`config.mk`:
```
export PLATFORM = sky130hd
export DESIGN_NAME = sync_fifo_flex
export DESIGN_NICKNAME = d
export VERILOG_FILES = /design/src/rtl/fifo_pkg.sv /design/src/rtl/fifo_mem_2p.sv /design/src/rtl/sync_fifo_flex.sv
export SDC_FILE = /design/constraint.sdc
export NUM_CORES = 1
export LEC_CHECK = 0
export ABC_AREA = 1
export BUFFER_PORTS_ARGS = -buffer_cell sky130_fd_sc_hd__buf_2
export CORE_ASPECT_RATIO = 0.5
export CORE_MARGIN = 8
export CORE_UTILIZATION = 46
export DETAILED_ROUTE_END_ITERATION = 7
export GPL_TIMING_DRIVEN = 0
export PLACE_DENSITY = 0.61
export SLEW_MARGIN = 10
export SYNTH_ARGS = -nofsm -noshare
export SYNTH_HDL_FRONTEND = slang
export SYNTH_SLANG_ARGS = --single-unit
```
`constraint.sdc`:
```
create_clock -name clk -period 4.3 [get_ports clk]
set_input_delay 0.86 -clock clk [delete_from_list [all_inputs] [get_ports clk]]
set_output_delay 0.86 -clock clk [all_outputs]
set_load 0.005 [all_outputs]
```
`src/rtl/fifo_pkg.sv`:
```
// Shared helpers for the sync_fifo_flex family: width rules and the per-cycle
// operation encoding used by the occupancy logic.
package fifo_pkg;

    // Ceiling log2; returns 0 for n <= 1.
    function automatic int unsigned clog2_f(input int unsigned n);
        int unsigned r;
        r = 0;
        for (int unsigned i = 0; i < 32; i++) begin
            if ((64'(1) << i) < 64'(n)) begin
                r = i + 1;
            end
        end
        return r;
    endfunction

    // Occupancy spans 0..DEPTH, so it needs one bit more than a pointer.
    function automatic int unsigned count_width_f(input int unsigned addr_w);
        return addr_w + 1;
    endfunction

    // Encoding is {write_accepted, read_accepted}.
    typedef enum logic [1:0] {
        OP_IDLE = 2'b00,
        OP_RD   = 2'b01,
        OP_WR   = 2'b10,
        OP_BOTH = 2'b11
    } fifo_op_e;

endpackage

```
`src/rtl/fifo_mem_2p.sv`:
```
// DEPTH x DATA_WIDTH storage with one synchronous write port and one read port,
// either registered (resettable output register) or asynchronous.
module fifo_mem_2p #(
    parameter int unsigned DATA_WIDTH = 8,
    parameter int unsigned ADDR_WIDTH = 4,
    parameter int unsigned DEPTH      = 16,
    parameter int unsigned REG_READ   = 1
) (
    input  logic                  clk,
    input  logic                  rst,
    input  logic                  we,
    input  logic [ADDR_WIDTH-1:0] waddr,
    input  logic [DATA_WIDTH-1:0] wdata,
    input  logic                  re,
    input  logic [ADDR_WIDTH-1:0] raddr,
    output logic [DATA_WIDTH-1:0] rdata
);

    logic [DATA_WIDTH-1:0] mem_q [DEPTH];

    // Storage array is intentionally not reset.
    always_ff @(posedge clk) begin
        if (we) begin
            mem_q[waddr] <= wdata;
        end
    end

    if (REG_READ != 0) begin : g_reg_read
        logic [DATA_WIDTH-1:0] rdata_q;
        logic [DATA_WIDTH-1:0] rdata_d;

        // Output register only updates on a read; it holds otherwise.
        always_comb begin
            rdata_d = rdata_q;
            if (re) begin
                rdata_d = mem_q[raddr];
            end
        end

        always_ff @(posedge clk) begin
            if (rst) begin
                rdata_q <= '0;
            end else begin
                rdata_q <= rdata_d;
            end
        end

        assign rdata = rdata_q;
    end else begin : g_async_read
        assign rdata = mem_q[raddr];
    end

endmodule

```
`src/rtl/sync_fifo_flex.sv`:
```
// Single-clock FIFO with occupancy count, almost-full/empty thresholds, sticky
// overflow/underflow flags, synchronous flush and optional first-word-fall-through.
module sync_fifo_flex
    import fifo_pkg::*;
#(
    parameter int unsigned DATA_WIDTH = 8,
    parameter int unsigned DEPTH      = 16,
    parameter int unsigned ADDR_WIDTH = 4,
    parameter int unsigned AF_THRESH  = 12,
    parameter int unsigned AE_THRESH  = 2,
    parameter int unsigned FWFT       = 0
) (
    input  logic                  clk,
    input  logic                  rst,
    input  logic                  flush,
    input  logic                  wr_en,
    input  logic [DATA_WIDTH-1:0] din,
    input  logic                  rd_en,
    output logic [DATA_WIDTH-1:0] dout,
    output logic                  rd_valid,
    output logic                  full,
    output logic                  empty,
    output logic                  almost_full,
    output logic                  almost_empty,
    output logic [ADDR_WIDTH:0]   count,
    input  logic                  clr_err,
    output logic                  overflow,
    output logic                  underflow
);

    localparam int unsigned CW = count_width_f(ADDR_WIDTH);

    if ((DEPTH != (1 << ADDR_WIDTH)) || (clog2_f(DEPTH) != ADDR_WIDTH)) begin : g_bad_depth
        $error("sync_fifo_flex: DEPTH must equal 2**ADDR_WIDTH");
    end
    if ((AF_THRESH < 1) || (AF_THRESH > DEPTH)) begin : g_bad_af
        $error("sync_fifo_flex: AF_THRESH must be in 1..DEPTH");
    end
    if (AE_THRESH >= DEPTH) begin : g_bad_ae
        $error("sync_fifo_flex: AE_THRESH must be below DEPTH");
    end

    logic [ADDR_WIDTH-1:0] wr_ptr_q, wr_ptr_d;
    logic [ADDR_WIDTH-1:0] rd_ptr_q, rd_ptr_d;
    logic [CW-1:0]         count_q, count_d;
    logic                  full_q, full_d;
    logic                  empty_q, empty_d;
    logic                  af_q, af_d;
    logic                  ae_q, ae_d;
    logic                  ovf_q, ovf_d;
    logic                  unf_q, unf_d;
    logic                  rd_valid_q, rd_valid_d;
    logic                  wr_acc;
    logic                  rd_acc;
    fifo_op_e              op;

    // Next-state: all decisions use the pre-edge flags; flush masks both ports.
    always_comb begin
        wr_ptr_d   = wr_ptr_q;
        rd_ptr_d   = rd_ptr_q;
        count_d    = count_q;
        ovf_d      = ovf_q && !clr_err;
        unf_d      = unf_q && !clr_err;

        wr_acc = wr_en && !full_q && !flush;
        rd_acc = rd_en && !empty_q && !flush;
        op     = fifo_op_e'({wr_acc, rd_acc});

        // A new error in the same cycle as clr_err still sets the flag.
        if (wr_en && full_q && !flush) begin
            ovf_d = 1'b1;
        end
        if (rd_en && empty_q && !flush) begin
            unf_d = 1'b1;
        end

        if (flush) begin
            wr_ptr_d = '0;
            rd_ptr_d = '0;
            count_d  = '0;
        end else begin
            if (wr_acc) begin
                wr_ptr_d = wr_ptr_q + ADDR_WIDTH'(1);
            end
            if (rd_acc) begin
                rd_ptr_d = rd_ptr_q + ADDR_WIDTH'(1);
            end
            case (op)
                OP_WR:   count_d = count_q + CW'(1);
                OP_RD:   count_d = count_q - CW'(1);
                default: count_d = count_q;
            endcase
        end

        full_d  = (count_d == CW'(DEPTH));
        empty_d = (count_d == '0);
        af_d    = (count_d >= CW'(AF_THRESH));
        ae_d    = (count_d <= CW'(AE_THRESH));

        // FWFT: head word is valid whenever the FIFO holds data.
        if (FWFT != 0) begin
            rd_valid_d = !empty_d;
        end else begin
            rd_valid_d = rd_acc;
        end
    end

    always_ff @(posedge clk) begin
        if (rst) begin
            wr_ptr_q   <= '0;
            rd_ptr_q   <= '0;
            count_q    <= '0;
            full_q     <= 1'b0;
            empty_q    <= 1'b1;
            af_q       <= 1'b0;
            ae_q       <= 1'b1;
            ovf_q      <= 1'b0;
            unf_q      <= 1'b0;
            rd_valid_q <= 1'b0;
        end else begin
            wr_ptr_q   <= wr_ptr_d;
            rd_ptr_q   <= rd_ptr_d;
            count_q    <= count_d;
            full_q     <= full_d;
            empty_q    <= empty_d;
            af_q       <= af_d;
            ae_q       <= ae_d;
            ovf_q      <= ovf_d;
            unf_q      <= unf_d;
            rd_valid_q <= rd_valid_d;
        end
    end

    fifo_mem_2p #(
        .DATA_WIDTH (DATA_WIDTH),
        .ADDR_WIDTH (ADDR_WIDTH),
        .DEPTH      (DEPTH),
        .REG_READ   ((FWFT != 0) ? 0 : 1)
    ) u_mem (
        .clk   (clk),
        .rst   (rst),
        .we    (wr_acc),
        .waddr (wr_ptr_q),
        .wdata (din),
        .re    (rd_acc),
        .raddr (rd_ptr_q),
        .rdata (dout)
    );

    assign rd_valid     = rd_valid_q;
    assign full         = full_q;
    assign empty        = empty_q;
    assign almost_full  = af_q;
    assign almost_empty = ae_q;
    assign count        = count_q;
    assign overflow     = ovf_q;
    assign underflow    = unf_q;

endmodule

```
# ---- Word-level counts from Yosys, hierarchy flattened
# Memories as Yosys holds them, arrays and structs flattened. A register that Yosys moved wholly into a read port is not among the register bits.
# Index checks and enable logic that the tools add are counted.
dict set report totals {
  reg_bits 20
  mem_count 1
  ramBits 128
}
dict set report op_classes {
  n_addsub 4
  n_eq_ne 3
  n_lt_le_gt_ge 2
  n_reduce_logical 16
  n_mux 6
}
# name depth width read_ports rd_ports_with_merged_regs write_ports line
set mem_list {}
lappend mem_list {u_mem.mem_q 16 8 1 1 1 fifo_mem_2p.sv:19} ;# logic [DATA_WIDTH-1:0] mem_q [DEPTH];
# op n
set op_table {}
lappend op_table {{logical AND 1 bit} 10}
lappend op_table {{case mux 5 bit (2 select lines)} 1}
lappend op_table {{adder 4 x 1 -> 4 bit (second input constant)} 2}
lappend op_table {{adder 5 x 1 -> 5 bit (second input constant)} 1}
lappend op_table {{equality test 5 bit (second input constant)} 1}
lappend op_table {{>= comparator 5 x 4 -> 1 bit (second input constant)} 1}
lappend op_table {{<= comparator 5 x 2 -> 1 bit (second input constant)} 1}
lappend op_table {{zero test 5 bit} 1}
lappend op_table {{two-way mux 5 bit} 1}
lappend op_table {{subtractor 5 x 1 -> 5 bit (second input constant)} 1}
lappend op_table {{zero test 1 bit} 4}
lappend op_table {{two-way mux 1 bit} 4}
lappend op_table {{equality test 2 x 1 -> 1 bit (second input constant)} 1}
lappend op_table {{equality test 2 bit (second input constant)} 1}
lappend op_table {{OR reduction 2 bit} 1}

# ---- Depth between registers and ports, before layout
# Gate-level depths: netlist of the first run.
dict set report depth {
  word_depth 7
  ltp_mapped 15
}

# ---- Hierarchy
# A second synthesis of the first run with hierarchy kept.
dict set report unflattened {
  cells_unflattened 632
  area_unflattened_um2 6643.9
}
# mod seq_area_each_um2 cells_per_inst area_each_um2 instances
set modules_own_cells {}
lappend modules_own_cells {fifo_mem_2p 4003.8 490 5577.8 1}
lappend modules_own_cells {sync_fifo_flex 400.4 142 1066.0 1}

# ---- Least setup slack after synthesis of the first run
# No wires, ideal clock.
dict set report synth_path {
  kind {input port to flip-flop}
  from {input flush}
  to {register empty_q (netlist: empty)}
  arrival_ns 2.345
  setup_time_ns 0.117
  path_stages 12
  path_buffers 3
  path_slack_ns 1.838
  cell_sequence {buf_6 nor2_4 buf_4 buf_2 ha_1 inv_1 nor2_1 nor2_1 nand2_1 and3_1 nand3_1 nand2_1}
}
dict set report synth_between {
  elab_chain_cells 6
}
# element line
set synth_lines {}
lappend synth_lines {{start, declared} sync_fifo_flex.sv:15} ;# input logic flush,
lappend synth_lines {{zero test 1 bit} {sync_fifo_flex.sv:65, sync_fifo_flex.sv:66}}
lappend synth_lines {{logical AND 1 bit, on equally long branches} {sync_fifo_flex.sv:66, sync_fifo_flex.sv:65}}
lappend synth_lines {{equality test 2 x 1 -> 1 bit / equality test 2 bit (equally long branches)} sync_fifo_flex.sv:88} ;# case (op)
lappend synth_lines {{case mux 5 bit (2 select lines)} sync_fifo_flex.sv:88}
lappend synth_lines {{two-way mux 5 bit *} sync_fifo_flex.sv:77} ;# if (flush) begin
lappend synth_lines {{zero test 5 bit *} sync_fifo_flex.sv:96} ;# empty_d = (count_d == '0);
lappend synth_lines {{end signal, assigned} sync_fifo_flex.sv:125} ;# empty_q <= empty_d;
lappend synth_lines {{end, declared} sync_fifo_flex.sv:47} ;# logic empty_q, empty_d;
# Every way passes the cells marked *; elsewhere a longest branch is shown, timed or not.
# A chain may end at the register's enable or synchronous reset.

# ---- Final worst setup path of the first run
dict set report layout_path {
  from {input wr_en}
  to {memory u_mem.mem_q[11][5], enable pin}
}
dict set report layout_between {
  elab_chain_cells 4
}
# element line
set layout_lines {}
lappend layout_lines {{start, declared} sync_fifo_flex.sv:16} ;# input logic wr_en,
lappend layout_lines {{logical AND 1 bit (2 in series)} sync_fifo_flex.sv:65} ;# wr_acc = wr_en && !full_q && !flush;
lappend layout_lines {{two-way mux 1 bit} fifo_mem_2p.sv:23} ;# if (we) begin
lappend layout_lines {{two-way mux 1 bit (implied by the code)} fifo_mem_2p.sv:24} ;# mem_q[waddr] <= wdata;
lappend layout_lines {{end, declared} fifo_mem_2p.sv:19}
# No other way between the ends.

==> flow_metrics.env, run 1 <==
export IMPL_outcome="complete, no violations"
export IMPL_final_common_cell="edfxtp_1"
export IMPL_cts_setup_buffers=0
export IMPL_rows=30
export IMPL_final_hold_violation_count=0
export IMPL_cts_sinks=156
export IMPL_max_freq_mhz=390
export IMPL_powerDensity_mw_per_mm2=439
export IMPL_dieWidth_um=183
export IMPL_gr_total_overflow=0
export IMPL_grt_max_degree=17
export IMPL_synth_xor_area_share_pct=0.137
export IMPL_vias=4482
export IMPL_syn_nets=574
export IMPL_worst_hold_slack_ns=0.467
export IMPL_drt_iter0_markers=593
export IMPL_synth_edf_count=128
export IMPL_r2r_start="full"
export IMPL_ys_types=33
export IMPL_slew_headroom_pct=33.9
export IMPL_gp_congestion=0.860
export IMPL_grt_use_total_pct=18.3
export IMPL_fin_skew_ns=0.0105
export IMPL_yosys_area_top_type_share_pct=60.0
export IMPL_synthTopCellsByArea="edfxtp_1 60%, dfxtp_1 8.7%, nor2_1 6.6%"
export IMPL_start_util_pct=47.2
export IMPL_slew_viol_final=0
export IMPL_synthCells=553
export IMPL_ant_nets=0
export IMPL_synth_top_family_by_area="simple AND/OR/NAND/NOR gates"
export IMPL_synth_top_cell_by_area="edfxtp_1"
export IMPL_syn_cell_area_mm2=0.00641
export IMPL_crit_fanout=8
export IMPL_hold_path_class="reg2reg"
export IMPL_h_tree_depth=4
export IMPL_numCtsBuffers=17
export IMPL_routed_via_density=5.55
export IMPL_required_ns=4.34
export IMPL_maxCapViolations=0
export IMPL_cts_resized_gates=0
export IMPL_numPortBuffers=31
export IMPL_synthFlopType="edfxtp_1"
export IMPL_num_nets_final=624
export IMPL_path_class="in2reg"
export IMPL_clk_latency_ns=0.42
export IMPL_setup_viol=0
export IMPL_cp_end_kind="flip-flop"
export IMPL_final_cell_mix="128 x edfxtp_1, 112 x nor2_1, 71 x o21ai_0"
export IMPL_ys_ff_latch=156
export IMPL_fill_cells=1193
export IMPL_drive_gt1_share_pct=15.7
export IMPL_p_leak_nw=2.62
export IMPL_io_pins=34
export IMPL_yosysSeqAreaShare_pct=68.7
export IMPL_firstDrtPassIters=7
export IMPL_crit_path_start="wr_en"
export IMPL_grt_pass1_wl_mm=24.8
export IMPL_vdd_ir_drop_max_v=0.000272
export IMPL_rsz0062_at_grt="no"
export IMPL_tightest_slew_ns=0.988
export IMPL_post_place_ws_ns=1.23
export IMPL_drc=0
export IMPL_yosys_warnings=0
export IMPL_die_area_mm2=0.0182
export IMPL_syn_to_final_growth_pct=14.9
export IMPL_clkTransAtPathRegs_ns=0.06
export IMPL_tns_ns=0
export IMPL_drt_total_wl_mm=16.3
export IMPL_cts_tree="done"
export IMPL_cts_root_buf="clkbuf_16"
export IMPL_routedWlPerCell_um=20.2
export IMPL_yosys_area_share_adder_pct=1.37
export IMPL_crit_arrival_ns=2.60
export IMPL_core_mm2=0.0136
export IMPL_hp_start="underflow"
export IMPL_crit_path_start_kind="input port"
export IMPL_cts_buffer_depth=2
export IMPL_fin_ws_ns=1.74
export IMPL_dp_hpwl_mm=11.1
export IMPL_muxShareOfSynthArea_pct=0
export IMPL_cts_hold_buf=0
export IMPL_postSynthAreaPerCell_um2=11.6
export IMPL_final_util_pct=54.2
export IMPL_die_y_um=99.5
export IMPL_layout_min_cycle_time_ns=2.56
export IMPL_grt_pass1_vias=4306
export IMPL_synth_simple_gate_area_share_pct=13.2
export IMPL_ys_async_sr_fraction_pct=0
export IMPL_fin_crit_sh_pct=59.6
export IMPL_synth_compound_area_share_pct=12.3
export IMPL_antenna_found_initial=0
export IMPL_diodes=0
-- registers in the layout, indices dropped and copies added (netlist names), 4 cells and up --
signal       cells
count            5
rd_ptr_q         4
u_mem.mem_q    128
u_mem.rdata      8
wr_ptr_q         4
-- cells in the mapped netlist, types with 3 or more instances --
| cell | n |
|---|---|
| a21oi_1 | 14 |
| buf_2 | 16 |
| clkbuf_1 | 10 |
| dfxtp_1 | 28 |
| edfxtp_1 | 128 |
| ha_1 | 7 |
| inv_1 | 30 |
| inv_2 | 4 |
| nand2_1 | 32 |
| nand2_2 | 5 |
| nand3_1 | 32 |
| nand3_2 | 3 |
| nor2_1 | 112 |
| o211ai_1 | 24 |
| o21ai_0 | 71 |
| o221ai_1 | 16 |
-- kinds of logic after synthesis --
family,after synthesis
compound gates,131
xor+xnor,1
fa+ha+maj,7
buf+inv,64
flops,156
simple gates,194
-- per-stage QoR --
step	area (um2)	total power, W	std cells
floorplan	6410	0.00179	553
global placement	6800	0.00186	776
detailed placement	6800	0.00186	776
CTS	7360	0.00324	808
global route	7360	0.00333	808
finish	7360	0.00323	808
-- path summary, 6_finish.rpt --
path | slack (ns) | cells past startpoint | end
max reg2reg | 1.89 | 7 | u_mem.mem_q[11][5]
min | 0.47 | 2 | underflow
max | 1.74 | 7 | u_mem.mem_q[11][5]
min reg2reg | 0.47 | 2 | underflow
-- critical path, stage by stage --
cell	delay (ns)
buf_2	0.10
nand2_2	0.14
nor2_1	0.27
inv_1	0.14
nor2_1	0.19
nand2_1	0.13
nor2_1	0.76
-- layer usage --
layer | wire (um) | GRT usage (%) | share of wire (%) | up-vias
li1 | - | - | - | 2084
met1 | 7120 | 25.4 | 44 | 2169
met2 | 7300 | 28.0 | 45 | 209
met3 | 1760 | 4.84 | 11 | 20
met4 | 169 | 5.09 | 1.0 | 0
met5 | 0 | 0 | 0 | -
-- area by class of cell --
class | count | area [um2] | area share, %
buffer | 29 | 140 | 1.90
clock buffer | 23 | 500 | 6.80
clock inverter | 9 | 57.6 | 0.782
inverter | 35 | 131 | 1.78
multi-input combinational | 333 | 1730 | 23.5
sequential | 156 | 4400 | 59.8
tap | 192 | 240 | 3.26
timing repair buffer | 31 | 155 | 2.11
-- power by group --
part	internal (W)	switching, W
sequential	0.00165	0.0000113
clock	0.000821	0.000585
combinational	0.0000513	0.000115
Power figures use the tool's default switching activity.
==> run 2, diff against run 1 <==
==> constraint.sdc (replaced) <==
create_clock -name clk -period 2.55 [get_ports clk]
set_input_delay 0.51 -clock clk [delete_from_list [all_inputs] [get_ports clk]]
set_output_delay 0.51 -clock clk [all_outputs]
set_load 0.005 [all_outputs]
==> run 2 against run 1 <==
Effect of this change:
- setup slack lost 1.5 ns
- register-to-register slack lost 1.6 ns
- cell count is the same
- largest cell class unchanged
- die area is the same
- clock skew is essentially flat
- total power grew 69%
- non-clock buffer count is the same
- critical path type is now reg2reg
- critical endpoint is now empty
- the flow now finishes with violations (design-rule violations)
==> flow_metrics.env, run 2 (synthesis results as in run 1) <==
export IMPL_crit_path_start="empty"
export IMPL_p_leak_nw=2.62
export IMPL_antenna_found_initial=0
export IMPL_cpMaxStageDelayCell="dfxtp_1"
export IMPL_r2r_start="empty"
export IMPL_die_y_um=99.5
export IMPL_grt_use_total_pct=18.3
export IMPL_num_nets_final=624
export IMPL_routed_via_density=5.60
export IMPL_cp_slowest_stage_delay_ns=0.36
export IMPL_hold_path_class="in2reg"
export IMPL_largest_register_ff_count=128
export IMPL_firstDrtPassIters=7
export IMPL_max_freq_mhz=434
export IMPL_numCtsBuffers=17
export IMPL_gp_congestion=0.860
export IMPL_path_delay_family="simple AND/OR/NAND/NOR gates"
export IMPL_dp_hpwl_mm=11.1
export IMPL_crit_buf_inv=4
export IMPL_cts_root_buf="clkbuf_16"
export IMPL_cts_sinks=156
export IMPL_final_hold_violation_count=0
export IMPL_slew_viol_final=0
export IMPL_setup_viol=0
export IMPL_cts_hold_buf=0
export IMPL_numPortBuffers=31
export IMPL_final_util_pct=54.2
export IMPL_intPower_w=0.00425
export IMPL_rsz0062_at_grt="no"
export IMPL_clkTransAtPathRegs_ns=0.06
export IMPL_io_pins=34
export IMPL_gr_total_overflow=0
export IMPL_start_util_pct=47.2
export IMPL_fin_ws_ns=0.246
export IMPL_worstRegToRegCells=13
export IMPL_fin_skew_ns=0.0103
export IMPL_place_inst=776
export IMPL_drive_gt1_share_pct=16.1
export IMPL_core_mm2=0.0136
export IMPL_cp_end_kind="flip-flop"
export IMPL_post_place_ws_ns=-0.166
export IMPL_violations="design-rule violations"
export IMPL_crit_arrival_ns=2.62
export IMPL_ant_nets=0
export IMPL_worstSetupPathDepth=13
export IMPL_crit_chain="inv_2, nand2_2, nor2_4, buf_4, buf_2, ha_1, inv_2, nor2_1, nor2_1, nand2_1, and3_1, nand3_1, nand2_1"
export IMPL_cts_setup_buffers=0
export IMPL_power_switching_w=0.00120
export IMPL_die_area_mm2=0.0182
export IMPL_drc=2
export IMPL_crit_fanout=10
export IMPL_p_comb_share_pct=5.1
export IMPL_clkPwrFrac_pct=43.5
export IMPL_top_register="u_mem.mem_q"
export IMPL_rr_endpoint="empty"
export IMPL_routedWlPerCell_um=20.3
export IMPL_grt_max_degree=17
export IMPL_cts_tree="done"
export IMPL_drt_total_wl_mm=16.4
export IMPL_fill_cells=1195
export IMPL_required_ns=2.86
export IMPL_outcome="finished with violations"
export IMPL_clk_latency_ns=0.42
export IMPL_fin_crit_sh_pct=90.4
export IMPL_tightest_slew_ns=0.924
export IMPL_rrSetupSlack_ns=0.25
export IMPL_dieWidth_um=183
export IMPL_cts_resized_gates=0
export IMPL_endpoint="empty"
export IMPL_layout_min_cycle_time_ns=2.30
export IMPL_path_class="reg2reg"
export IMPL_grt_pass1_wl_mm=24.8
export IMPL_maxCapViolations=0
export IMPL_drt_iter0_markers=582
export IMPL_slew_headroom_pct=38.2
export IMPL_powerDensity_mw_per_mm2=741
export IMPL_final_common_cell="edfxtp_1"
export IMPL_crit_path_start_kind="flip-flop"
export IMPL_cts_buffer_depth=2
export IMPL_rows=30
export IMPL_finalNonFillerCells=808
export IMPL_final_cell_mix="128 x edfxtp_1, 111 x nor2_1, 71 x o21ai_0"
export IMPL_h_tree_depth=4
export IMPL_syn_to_final_growth_pct=14.9
export IMPL_grt_pass1_vias=4306
export IMPL_worst_hold_slack_ns=0.344
export IMPL_vdd_ir_drop_max_v=0.000468
export IMPL_p_seq_share_pct=51.3
export IMPL_vias=4527
export IMPL_diodes=0
export IMPL_swShare_pct=22.1
## run 2: final cells by class
class | instances | area (um2) | area share (%)
Clock buffer | 23 | 500 | 6.80
Multi-Input combinational cell | 333 | 1730 | 23.6
Buffer | 29 | 140 | 1.90
Timing Repair Buffer | 31 | 155 | 2.11
Sequential cell | 156 | 4400 | 59.8
Clock inverter | 9 | 57.6 | 0.782
Inverter | 35 | 131 | 1.78
Tap cell | 192 | 240 | 3.26
## run 2: worst min-delay path by stage
stage,from,endpoint,cells after the start
2_1_floorplan,overflow,overflow,2
3_3_place_gp,underflow,underflow,2
3_5_place_dp,underflow,underflow,2
4_1_cts,clr_err,underflow,4
5_1_grt,clr_err,overflow,4
6_report,clr_err,underflow,4
## run 2: layer usage
layer | routed length (um) | part of all wire, % | track usage [%]
met1 | 7450 | 45 | 25.4
met2 | 7300 | 44 | 28.0
met3 | 1520 | 9.3 | 4.84
met4 | 154 | 0.94 | 5.09
met5 | 0 | 0 | 0
## run 2: stage by stage
step / total power [W] / cell area [um2] / TNS, ns
finish: 0.00546 / 7360 / 0
global route: 0.00561 / 7360 / 0
CTS: 0.00547 / 7360 / 0
detailed placement: 0.00314 / 6800 / -1.46
global placement: 0.00313 / 6800 / -0.705
floorplan: 0.00302 / 6410 / 0
## run 2: worst min-delay path: stages
cell and delay [ns]:
buf_2 0.07, inv_1 0.04, nand2_1 0.05, a21oi_1 0.05
## run 2: power by group through the flow
| stage | logic (W) | registers [W] | clock network [W] |
|---|---|---|---|
| after floorplan | 0.000160 | 0.00286 | 0 |
| after global placement | 0.000275 | 0.00286 | 0 |
| after detailed placement | 0.000279 | 0.00286 | 0 |
| after CTS | 0.000280 | 0.00280 | 0.00239 |
| after global routing | 0.000309 | 0.00281 | 0.00249 |
| final | 0.000280 | 0.00280 | 0.00238 |
